===== src/rtl/sample_div_pkg.sv =====
// Shared constants and FSM state encoding for the sample_sdiv divider family.
//
// Contents:
//   DIV_DIVIDEND_W - signed dividend / quotient width
//   DIV_DIVISOR_W  - unsigned divisor width
//   DIV_REM_W      - signed remainder width (divisor width + 1)
//   DIV_CNT_W      - iteration counter width (must hold DIV_DIVIDEND_W-1)
//   div_state_t    - divider FSM states
package sample_div_pkg;

  localparam int DIV_DIVIDEND_W = 14;
  localparam int DIV_DIVISOR_W  = 8;
  localparam int DIV_REM_W      = DIV_DIVISOR_W + 1;
  localparam int DIV_CNT_W      = 4;

  typedef enum logic [1:0] {
    IDLE = 2'd0,
    LOAD = 2'd1,
    CALC = 2'd2,
    FIX  = 2'd3
  } div_state_t;

endpackage


===== src/rtl/sample_sdiv_step.sv =====
// One combinational restoring-division step.
//
// Ports:
//   rem_i     - current partial remainder (always < divisor for nonzero divisor)
//   bit_i     - next dividend magnitude bit, shifted in at the LSB
//   divisor_i - unsigned divisor
//   rem_o     - next partial remainder
//   q_o       - quotient bit produced by this step
module sample_sdiv_step
  import sample_div_pkg::*;
#(
  parameter int DIVISOR_W = DIV_DIVISOR_W
) (
  input  logic [DIVISOR_W-1:0] rem_i,
  input  logic                 bit_i,
  input  logic [DIVISOR_W-1:0] divisor_i,
  output logic [DIVISOR_W-1:0] rem_o,
  output logic                 q_o
);

  // One extra bit so the shifted remainder can exceed the divisor width.
  logic [DIVISOR_W:0] shifted;

  always_comb begin
    shifted = {rem_i, bit_i};
    q_o     = (shifted >= {1'b0, divisor_i});
    // When q_o is set the true difference is < divisor, so modular
    // subtraction on the low bits gives the exact result.
    rem_o   = q_o ? (shifted[DIVISOR_W-1:0] - divisor_i) : shifted[DIVISOR_W-1:0];
  end

endmodule


===== src/rtl/sample_sdiv_14s_8ns_seq.sv =====
// Iterative signed-by-unsigned divider: signed DIVIDEND_W dividend divided
// by unsigned DIVISOR_W divisor, one quotient bit per cycle, truncating
// toward zero. Remainder carries the sign of the dividend.
//
// Build option: define SAMPLE_SDIV_REM_EN to add the remd output.
//
// Ports:
//   clk      - clock, rising edge
//   reset    - synchronous reset, active low (wins over ce)
//   ce       - clock enable; all registers hold when low
//   start    - request, accepted only in IDLE (and not while done is shown)
//   din0     - signed dividend
//   din1     - unsigned divisor
//   busy     - high from the accepting edge until done
//   done     - result-valid strobe (one ce-qualified cycle)
//   dout     - signed quotient, held until the next done
//   div_zero - divisor was zero for the result on dout
//   remd     - signed remainder (SAMPLE_SDIV_REM_EN only)
//
// State | meaning
// IDLE  | waiting for start; result registers hold last result
// LOAD  | take |dividend| and its sign, clear remainder, init counter
// CALC  | one restoring step per cycle, counter DIVIDEND_W-1 down to 0
// FIX   | apply signs, register results, raise done, drop busy
module sample_sdiv_14s_8ns_seq
  import sample_div_pkg::*;
#(
  parameter int DIVIDEND_W = DIV_DIVIDEND_W,
  parameter int DIVISOR_W  = DIV_DIVISOR_W
) (
  input  logic                         clk,
  input  logic                         reset,
  input  logic                         ce,
  input  logic                         start,
  input  logic signed [DIVIDEND_W-1:0] din0,
  input  logic        [DIVISOR_W-1:0]  din1,
  output logic                         busy,
  output logic                         done,
  output logic signed [DIVIDEND_W-1:0] dout,
  output logic                         div_zero
`ifdef SAMPLE_SDIV_REM_EN
  ,
  output logic signed [DIVISOR_W:0]    remd
`endif
);

  localparam logic [DIV_CNT_W-1:0] CNT_INIT = DIV_CNT_W'(DIVIDEND_W - 1);

  div_state_t                  state_q, state_d;
  logic                        busy_q, busy_d;
  logic                        done_q, done_d;
  logic                        dz_q, dz_d;
  logic [DIVIDEND_W-1:0]       dout_q, dout_d;
  logic [DIVIDEND_W-1:0]       dvd_q, dvd_d;
  logic [DIVISOR_W-1:0]        dvs_q, dvs_d;
  logic [DIVIDEND_W:0]         mag_q, mag_d;
  logic                        neg_q, neg_d;
  logic [DIVISOR_W-1:0]        rem_q, rem_d;
  logic [DIVIDEND_W-1:0]       quo_q, quo_d;
  logic [DIV_CNT_W-1:0]        cnt_q, cnt_d;
`ifdef SAMPLE_SDIV_REM_EN
  logic [DIVISOR_W:0]          remd_q, remd_d;
  logic [DIVISOR_W:0]          rem_ext;
`endif

  logic [DIVIDEND_W:0]         dvd_ext;
  logic [DIVISOR_W-1:0]        step_rem;
  logic                        step_q;

  sample_sdiv_step #(
    .DIVISOR_W (DIVISOR_W)
  ) u_step (
    .rem_i     (rem_q),
    .bit_i     (mag_q[cnt_q]),
    .divisor_i (dvs_q),
    .rem_o     (step_rem),
    .q_o       (step_q)
  );

  always_comb begin
    state_d = state_q;
    busy_d  = busy_q;
    done_d  = 1'b0;
    dz_d    = dz_q;
    dout_d  = dout_q;
    dvd_d   = dvd_q;
    dvs_d   = dvs_q;
    mag_d   = mag_q;
    neg_d   = neg_q;
    rem_d   = rem_q;
    quo_d   = quo_q;
    cnt_d   = cnt_q;
`ifdef SAMPLE_SDIV_REM_EN
    remd_d  = remd_q;
    rem_ext = {1'b0, rem_q};
`endif
    // Sign-extend one bit so |-2^(W-1)| is representable before negation.
    dvd_ext = {dvd_q[DIVIDEND_W-1], dvd_q};

    case (state_q)
      IDLE: begin
        // The cycle showing done still counts as the finishing handshake.
        if (start && !done_q) begin
          dvd_d   = din0;
          dvs_d   = din1;
          busy_d  = 1'b1;
          state_d = LOAD;
        end
      end
      LOAD: begin
        neg_d   = dvd_q[DIVIDEND_W-1];
        mag_d   = dvd_q[DIVIDEND_W-1] ? (~dvd_ext + 1'b1) : dvd_ext;
        rem_d   = '0;
        quo_d   = '0;
        cnt_d   = CNT_INIT;
        state_d = CALC;
      end
      CALC: begin
        rem_d = step_rem;
        quo_d = {quo_q[DIVIDEND_W-2:0], step_q};
        if (cnt_q == '0) begin
          state_d = FIX;
        end else begin
          cnt_d = cnt_q - 1'b1;
        end
      end
      FIX: begin
        busy_d  = 1'b0;
        done_d  = 1'b1;
        state_d = IDLE;
        if (dvs_q == '0) begin
          dz_d   = 1'b1;
          dout_d = '0;
`ifdef SAMPLE_SDIV_REM_EN
          remd_d = '0;
`endif
        end else begin
          dz_d   = 1'b0;
          dout_d = neg_q ? (~quo_q + 1'b1) : quo_q;
`ifdef SAMPLE_SDIV_REM_EN
          remd_d = neg_q ? (~rem_ext + 1'b1) : rem_ext;
`endif
        end
      end
      default: state_d = IDLE;
    endcase
  end

  always_ff @(posedge clk) begin
    if (!reset) begin
      state_q <= IDLE;
      busy_q  <= 1'b0;
      done_q  <= 1'b0;
      dz_q    <= 1'b0;
      dout_q  <= '0;
      dvd_q   <= '0;
      dvs_q   <= '0;
      mag_q   <= '0;
      neg_q   <= 1'b0;
      rem_q   <= '0;
      quo_q   <= '0;
      cnt_q   <= '0;
`ifdef SAMPLE_SDIV_REM_EN
      remd_q  <= '0;
`endif
    end else if (ce) begin
      state_q <= state_d;
      busy_q  <= busy_d;
      done_q  <= done_d;
      dz_q    <= dz_d;
      dout_q  <= dout_d;
      dvd_q   <= dvd_d;
      dvs_q   <= dvs_d;
      mag_q   <= mag_d;
      neg_q   <= neg_d;
      rem_q   <= rem_d;
      quo_q   <= quo_d;
      cnt_q   <= cnt_d;
`ifdef SAMPLE_SDIV_REM_EN
      remd_q  <= remd_d;
`endif
    end
  end

  assign busy     = busy_q;
  assign done     = done_q;
  assign dout     = dout_q;
  assign div_zero = dz_q;
`ifdef SAMPLE_SDIV_REM_EN
  assign remd     = remd_q;
`endif

endmodule


===== config.mk =====
export PLATFORM = sky130hd
export DESIGN_NAME = sample_sdiv_14s_8ns_seq
export DESIGN_NICKNAME = d
export VERILOG_FILES = /design/src/rtl/sample_div_pkg.sv /design/src/rtl/sample_sdiv_step.sv /design/src/rtl/sample_sdiv_14s_8ns_seq.sv
export SDC_FILE = /design/constraint.sdc
export NUM_CORES = 1
export LEC_CHECK = 0
export CORE_UTILIZATION = 25
export CTS_CLUSTER_DIAMETER = 80
export CTS_CLUSTER_SIZE = 28
export DETAILED_ROUTE_END_ITERATION = 12
export GPL_TIMING_DRIVEN = 0
export SLEW_MARGIN = 20
export SYNTH_ARGS = -nofsm -noshare
export SYNTH_HDL_FRONTEND = slang
export SYNTH_SLANG_ARGS = --single-unit

===== constraint.sdc =====
create_clock -name clk -period 3.85 [get_ports clk]
set_input_delay 0.5775 -clock clk [delete_from_list [all_inputs] [get_ports clk]]
set_output_delay 0.5775 -clock clk [all_outputs]
set_load 0.01 [all_outputs]

After elaboration in Yosys (flattened, before gate mapping)
Cells that the tools add are included.
Storage, ports and cells
  register bits: 83
  logic and storage cells: 57
  output and inout port bits: 17
  bits of input ports: 26
Operators by class
  bitwise operators: 2
  equality and inequality tests: 6
  mux-type cells: 17
  add/subtract/negate cells: 4
  $lt $le $gt $ge: 2
  reduce and logical (&&, ||, !) cells: 14
Operators by type and width (count)
  $mux W14: 2
  $pmux W14 S2: 1
  $pmux W8 S2: 1
  $add A15 B1 Y15 const B: 1
  $mux W15: 1
  $not A15 Y15: 1
  $add A14 B1 Y14 const B: 1
  $not A14 Y14: 1
  $reduce_and A3 Y1: 4
  $ge A9 B8 Y1: 1
  $logic_not A8 Y1: 1
  $mux W8: 1
  $pmux W2 S4: 1
  $pmux W4 S2: 1
  $sub A8 B8 Y8: 1
  $ne A2 B2 Y1 const B: 3
  $reduce_and A2 Y1: 3
  $lt A4 B5 Y1 const B: 1
  $bmux W1 S4: 1
  $eq A2 B2 Y1 const B: 2
  $logic_not A4 Y1: 1
  $mux W1: 4
  $mux W2: 2
  $mux W4: 1
  7 further kinds: 8

Logic depth before layout (Yosys ltp)
Gate-level depths: netlist of the first run.
  depth in word-level cells: 5
  gate-level depth with buffers: 12
  depth with buffers taken out: 11

Modules after synthesis
Synthesis of the first run repeated with hierarchy kept, for this count alone.
Unflattened totals
  cells, all modules: 527
  area total of the unflattened synthesis: 4271.6 um^2
Modules (own cells, without submodules)
  sample_sdiv_14s_8ns_seq: times used 1, cells an instance 458, sequential area each 1661.6 um^2, area an instance 3751.1 um^2
  sample_sdiv_step: times used 1, cells an instance 69, sequential area each 0.0 um^2, area an instance 520.5 um^2

Least setup slack after synthesis of the first run
Ideal clock, no wire load.
  kind: flip-flop to flip-flop
  start: register cnt_q[0]
  end: register rem_q[6]
  slack: 1.177 ns
  period minus slack after synthesis: 2.673 ns
  arrival: 2.548 ns
  setup time: 0.125 ns
  data required time: 3.725 ns
  cell stages (with the launch flop): 13
  buffers on the path: 1
  cells stage by stage: dfxtp_1 -> buf_2 -> mux4_2 -> o21ai_0 -> o22a_1 -> ha_1 -> inv_1 -> fa_1 -> a211oi_1 -> o21bai_1 -> a21oi_1 -> xor2_1 -> o31ai_1
Between the ends
  longest elaborated chain between the ends: 5
  elaborated cells between the ends (all ways): 6
  those cells by class: add/sub (1); order compare (1); mux (4)
RTL lines
  from (decl): line sample_sdiv_14s_8ns_seq.sv:60  | logic [DIV_CNT_W-1:0] cnt_q, cnt_d;
  from (signal assigned): line sample_sdiv_14s_8ns_seq.sv:178  | cnt_q <= cnt_d;
  $bmux W1 S4 *: line sample_sdiv_14s_8ns_seq.sv:74  | .bit_i (mag_q[cnt_q]),
  $mux W1 (not written as such) *: line sample_sdiv_14s_8ns_seq.sv:74
  $sub A8 B8 Y8 / $ge A9 B8 Y1 (equally long branches): line sample_sdiv_step.sv:29, sample_sdiv_step.sv:26
  $mux W8 *: line sample_sdiv_step.sv:29  | rem_o = q_o ? (shifted[DIVISOR_W-1:0] - divisor_i) : shifted[DIVISOR_W-1:0];
  $pmux W8 S2 *: line sample_sdiv_14s_8ns_seq.sv:100  | case (state_q)
  to (signal assigned): line sample_sdiv_14s_8ns_seq.sv:176  | rem_q <= rem_d;
  to (decl): line sample_sdiv_14s_8ns_seq.sv:58  | logic [DIVISOR_W-1:0] rem_q, rem_d;
Every way passes the cells marked *; elsewhere a longest branch is shown, timed or not. The select of a mux whose other input is x is not followed.
A chain may end at the register's enable or synchronous reset.

Worst setup path after layout of the first run
  start: register cnt_q[1]
  end: register rem_q[6]
Same word-level chain as after synthesis.

==> out/qor.yml, run 1 <==
synthesis:
  synth_seq_cells: 83
  synth_ff_type: "dfxtp_1"
  synth_simple_gate_area_share_pct: 18.9
  syn_area_mm2: 0.00409
  synth_top_family_by_area: "compound AO/OA/AOI/OAI gates"
  synthArstFlopShare_pct: 0
  synthCells: 494
  synth_compound_area_share_pct: 21.0
  synthAdderAreaFrac_pct: 5.38
  syn_area_per_cell_um2: 8.28
  synth_nets: 537
  synth-edff-count: 0
  synth_cell_types: 51
  ys_seq_area_share_pct: 40.6
  synth_warnings: 0
  synthXorXnorAreaFrac_pct: 6.00
  synthMuxAreaShare_pct: 3.36
cts:
  h-tree-depth: 3
  ctsRootBufferMaster: "clkbuf_16"
  cts_made_buffers: 9
  cts_tree: "done"
  clockBufferDepth: 2
  cts_resized: 0
  cts_num_sinks: 83
  hold_buffers: 0
  clk_pin_slew_worst_paths_ns: 0.06
  clock_latency_ns: 0.35
  cts_setup_buffers: 0
placement:
  hpwl_mm: 7.20
  dpl.cell_count: 752
  place_area_mm2: 0.00478
  place_congestion: 0.781
  port-buffer-count: 42
layout:
  final_common_cell: "nand2_1"
  final_cells: 768
  layout-drive-gt1-share_pct: 4.71
  postLayoutCellArea_mm2: 0.00516
  diodes: 0
  area_growth_syn_to_layout_pct: 26.1
  fin_nets: 590
  mostFrequentLayoutCells: "88 x nand2_1, 83 x dfxtp_1, 52 x a21oi_1"
power:
  power_density_mw_per_mm2: 437
  total_power_w: 0.00226
  irDropWorstVdd_mv: 0.273
  p_leak_nw: 1.83
sta:
  skew_ns: 0.00601
  maxSlewHeadroom_pct: 49.8
  finalCriticalPeriod_ns: 3.02
  setup_violations: 0
  hold_viol: 0
  tns_ns: 0
  rsz0062_at_grt: "no"
  hold_slack_ns: 0.453
  period_share_pct: 78.4
  fmax_ghz: 0.331
  drv_slew: 0
  worst_pin_slew_ns: 0.754
worst_setup_path:
  critPathTopFamily: "compound AO/OA/AOI/OAI gates"
  end_kind: "flip-flop"
  cp-start-kind: "flip-flop"
  crit_cells: 12
  crit_required_ns: 4.07
  endpoint: "rem_q[6]"
  worstSetupStartpoint: "cnt_q[1]"
  crit_fanout: 8
  reg2reg_depth: 12
  path_buf_inv: 2
  crit_chain: "clkbuf_1, mux4_2, o21ai_0, o22a_1, ha_1, inv_1, fa_1, a211oi_1, o21bai_1, a21oi_1, xor2_1, o31ai_1"
  cpMaxStageDelayCell: "fa_1"
  critical-path-max-stage-delay_ns: 0.43
  critPathArrivalTime_ns: 3.24
  reg2reg_slack_ns: 0.83
  crit_type: "flip-flop to flip-flop"
  r2r-end: "rem_q[6]"
  r2r_start: "cnt_q[1]"
grt:
  grt_max_degree: 14
  antenna_found_initial: 0
  grt_use_total_pct: 12.9
  grt_pass1_vias: 3333
  grt-ovfl-total: 0
  grt_pass1_wl_mm: 16.6
route:
  drt_wl_total_mm: 9.79
  ant_nets: 0
  post_drt_wl_per_cell_um: 12.8
  vias: 3549
  drt_drc_violations_left: 0
  drt-initial-drc-count: 177
  first_pass_iters: 4
  viasPerCell: 4.62
status:
  run_status: "finished clean"
floorplanning:
  fp-row-count: 46
  coreArea_mm2: 0.0159
  dieHeight_um: 130
  die-area_mm2: 0.0169
  io_pins: 43
  die_w_um: 130
  start_util_pct: 25.7
job:
  drv_cap: 0
min_path:
  hp-class: "flip-flop to flip-flop"
final cells by class:
cell class / count / area (um2)
multi-input cells: 361 / 2240
fillers: 1705 / 10800
plain buffers: 28 / 110
inverters: 22 / 82.6
well taps: 216 / 270
flip-flops and latches: 83 / 1660
clock inverters: 4 / 120
repair buffers: 42 / 420
clock buffers: 12 / 256
state kept, by name (all words and copies together), names as in the netlist:
signal and count:
mag_q 15, dout 14, state_q 2, quo_q 14, done 1, dvs_q 8
rem_q 8, neg_q 1, busy 1, cnt_q 4, dvd_q 14, div_zero 1
per-layer routing:
layer | vias to the layer above | wire length (um) | global-route usage, %
met5 | - | 0 | 0
met4 | 0 | 95 | 4.51
met3 | 7 | 415 | 3.94
met2 | 51 | 4540 | 20.5
met1 | 1644 | 4740 | 16.4
li1 | 1847 | - | -
worst min-delay path by stage:
stage | from | endpoint | cells after the start
after global routing | mag_q[13] | mag_q[13] | 2
after CTS | mag_q[13] | mag_q[13] | 2
after floorplan | rem_q[7] | rem_q[7] | 2
after global placement | dout[10] | dout[10] | 2
after detailed placement | dout[13] | dout[13] | 2
final | dout[10] | dout[10] | 2
logic make-up (layout without fill, tap and decap cells):
logic type                 count (synthesis)  after routing
and+or+nand+nor                          171            171
AOI/OAI and AO/OA                        135            135
DFF                                       83             83
buffers and inverters                     50            108
xor gates and xnor gates                  28             28
adders and majority gates                 17             17
muxes                                     10             10
power breakdown:
part / internal [W] / switching, W
Sequential: 0.000887 / 0.0000246
Clock: 0.000735 / 0.000346
Combinational: 0.000112 / 0.000150
Yosys cell counts, types with 2 or more instances:
master,n,area [um2]
a211oi_1,11,82.6
a21o_1,5,37.5
a21oi_1,52,260
a22oi_1,7,52.6
a311oi_1,2,17.5
a31oi_1,4,25.0
a32oi_1,4,35.0
and2_1,2,12.5
and3_1,5,31.3
buf_1,2,7.51
buf_2,4,20.0
clkbuf_1,22,82.6
dfxtp_1,83,1660
ha_1,16,200
inv_1,22,82.6
mux2i_1,7,70.1
mux4_2,3,67.6
nand2_1,88,330
nand2b_1,7,43.8
nand3_1,17,85.1
nor2_1,26,97.6
nor2b_1,3,18.8
nor3_1,6,30.0
nor4_1,5,31.3
o21ai_0,23,115
o21ai_1,2,10.0
o21bai_1,2,15.0
o31a_1,3,26.3
o31ai_1,8,60.1
o41ai_1,2,17.5
or3_1,3,18.8
or4_1,3,22.5
xnor2_1,11,96.3
xor2_1,17,149
worst register-to-register path, delay by kind of cell, from the launching register on:
family | cells | cell delay [ns]
AO/OA/AOI/OAI | 6 | 1.00
buffers and inverters | 2 | 0.41
multiplexers | 1 | 0.38
XOR/XNOR | 1 | 0.19
flip-flops | 1 | 0.31
adder cells (fa/ha/maj) | 2 | 0.62
metrics by stage:
step	utilization [%]	setup slack (ns)
after floorplan	-	1.18
after detailed placement	30.0	0.833
after global routing	32.3	0.577
after CTS	32.3	0.810
after global placement	30.0	0.836
final	32.3	0.831
Note: power is estimated with default switching activity, not from simulation.
==> run 2, diff against run 1 <==
==> constraint.sdc (replaced) <==
create_clock -name clk -period 2.82 [get_ports clk]
set_input_delay 0.423 -clock clk [delete_from_list [all_inputs] [get_ports clk]]
set_output_delay 0.423 -clock clk [all_outputs]
set_load 0.01 [all_outputs]
==> out/qor.yml, run 2 (same netlist as run 1, synthesis figures left out) <==
status:
  run_status: "finished clean"
worst_setup_path:
  path_buf_inv: 2
  reg2reg_depth: 12
  critical-path-max-stage-delay_ns: 0.50
  cp-start-kind: "flip-flop"
  crit_cells: 12
  crit_chain: "buf_6, mux4_2, mux2i_1, o22a_1, ha_2, inv_2, fa_2, a211oi_2, o21bai_1, a21oi_1, xor2_1, o31ai_1"
  crit_required_ns: 3.04
  cpMaxStageDelayCell: "mux4_2"
  crit_type: "flip-flop to flip-flop"
  critPathTopFamily: "compound AO/OA/AOI/OAI gates"
  crit_fanout: 7
  critPathArrivalTime_ns: 2.98
  end_kind: "flip-flop"
layout:
  layout-drive-gt1-share_pct: 6.67
  mostFrequentLayoutCells: "88 x nand2_1, 82 x dfxtp_1, 51 x a21oi_1"
  final_common_cell: "nand2_1"
  top_register: "mag_q"
  diodes: 0
  largest_register_ffs: 15
  n_fill_cell: 1705
  area_growth_syn_to_layout_pct: 27.3
  fin_nets: 593
power:
  p_leak_nw: 1.85
  p_clk_share_pct: 47.6
  share_comb_of_total_power_pct: 12.3
  swShare_pct: 23.1
  switchingPower_w: 0.000718
  total_power_w: 0.00310
  power_density_mw_per_mm2: 596
  irDropWorstVdd_mv: 0.370
  p_int_w: 0.00239
  p_seq_share_pct: 40.2
floorplanning:
  start_util_pct: 25.7
  die_w_um: 130
  die-area_mm2: 0.0169
  coreArea_mm2: 0.0159
  io_pins: 43
  dieHeight_um: 130
  fp-row-count: 46
cts:
  clockBufferDepth: 2
  h-tree-depth: 3
  cts_made_buffers: 9
  clk_pin_slew_worst_paths_ns: 0.06
  hold_buffers: 0
  cts_tree: "done"
  clock_latency_ns: 0.35
  cts_num_sinks: 83
  ctsRootBufferMaster: "clkbuf_16"
sta:
  setup_slack_ns: 0.0628
  finalCriticalPeriod_ns: 2.76
  rsz0062_at_grt: "yes"
  period_share_pct: 97.8
  worst_pin_slew_ns: 0.779
  tns_ns: 0
  drv_slew: 0
  maxSlewHeadroom_pct: 48.1
  hold_viol: 0
  skew_ns: 0.00569
  fmax_ghz: 0.363
  setup_violations: 0
  hold_slack_ns: 0.453
placement:
  pre_cts_ws_ns: -0.197
  port-buffer-count: 42
  place_congestion: 0.781
  hpwl_mm: 7.20
route:
  viasPerCell: 4.61
  first_pass_iters: 4
  ant_nets: 0
  drt_drc_violations_left: 0
  drt-initial-drc-count: 193
  drt_wl_total_mm: 9.92
  vias: 3557
  post_drt_wl_per_cell_um: 12.9
min_path:
  hold_path_depth: 2
  hp-class: "flip-flop to flip-flop"
job:
  drv_cap: 0
grt:
  antenna_found_initial: 0
  grt_pass1_wl_mm: 16.7
  grt-ovfl-total: 0
  grt_pass1_vias: 3362
  grt_max_degree: 14
  grt_use_total_pct: 12.9
==> run 2: cell types whose count changed in the layout (fill, tap and decap cells not counted), moves of 2 or more <==
| cell | delta |
|---|---|
| buf_4 | +4 |
| buf_2 | -2 |
| o21ai_0 | -2 |
| o21ai_1 | +2 |
==> run 2: worst reg2reg max path, stage by stage (launching register included) <==
cell      delay, ns
dfxtp_2        0.33
buf_6          0.13
mux4_2         0.50
mux2i_1        0.15
o22a_1         0.18
ha_2           0.21
inv_2          0.04
fa_2           0.37
a211oi_2       0.20
o21bai_1       0.11
a21oi_1        0.16
xor2_1         0.19
o31ai_1        0.08
==> run 2: final timing paths <==
| path | end | start | slack, ns |
|---|---|---|---|
| worst max-delay path | rem_q[6] | cnt_q[0] | 0.06 |
| worst min-delay path | dout[13] | dout[13] | 0.45 |
| worst min register to register | dout[13] | dout[13] | 0.45 |
| worst max register to register | rem_q[6] | cnt_q[0] | 0.06 |
==> run 2: through the flow <==
step                cells  cell area, um2  utilization (%)
CTS                   767            5170             32.4
finish                771            5210             32.7
global route          771            5210             32.7
detailed placement    752            4780             30.0
global placement      752            4780             30.0
floorplan             494            4090                -
==> run 2: layout make-up <==
cell class,count,area [um2],area share [%]
timing repair buffer,46,450,8.65
tap,216,270,5.19
buffer,27,115,2.21
multi-input combinational,361,2250,43.2
clock inverter,4,120,2.31
sequential,83,1660,31.9
inverter,22,82.6,1.59
clock buffer,12,256,4.92
==> run 2: per-layer routing <==
layer	vias up	track usage [%]	wire [um]
li1	1850	-	-
met1	1653	16.3	4810
met2	47	20.7	4630
met3	7	3.94	380
met4	0	4.51	101
met5	-	0	0
==> run 2: what timing repair did <==
item,4_1_cts,5_1_grt
setup buffers,0,4
gates resized for setup,5,7
endpoints found under the setup margin,4,6
pin swaps,2,3
==> run 2: power by group through the flow <==
stage                     Combinational, W  Sequential, W  Clock, W
after floorplan                   0.000250        0.00126         0
after global placement            0.000359        0.00127         0
after detailed placement          0.000360        0.00127         0
after CTS                         0.000365        0.00125   0.00151
after global routing              0.000426        0.00125   0.00156
final                             0.000381        0.00125   0.00148
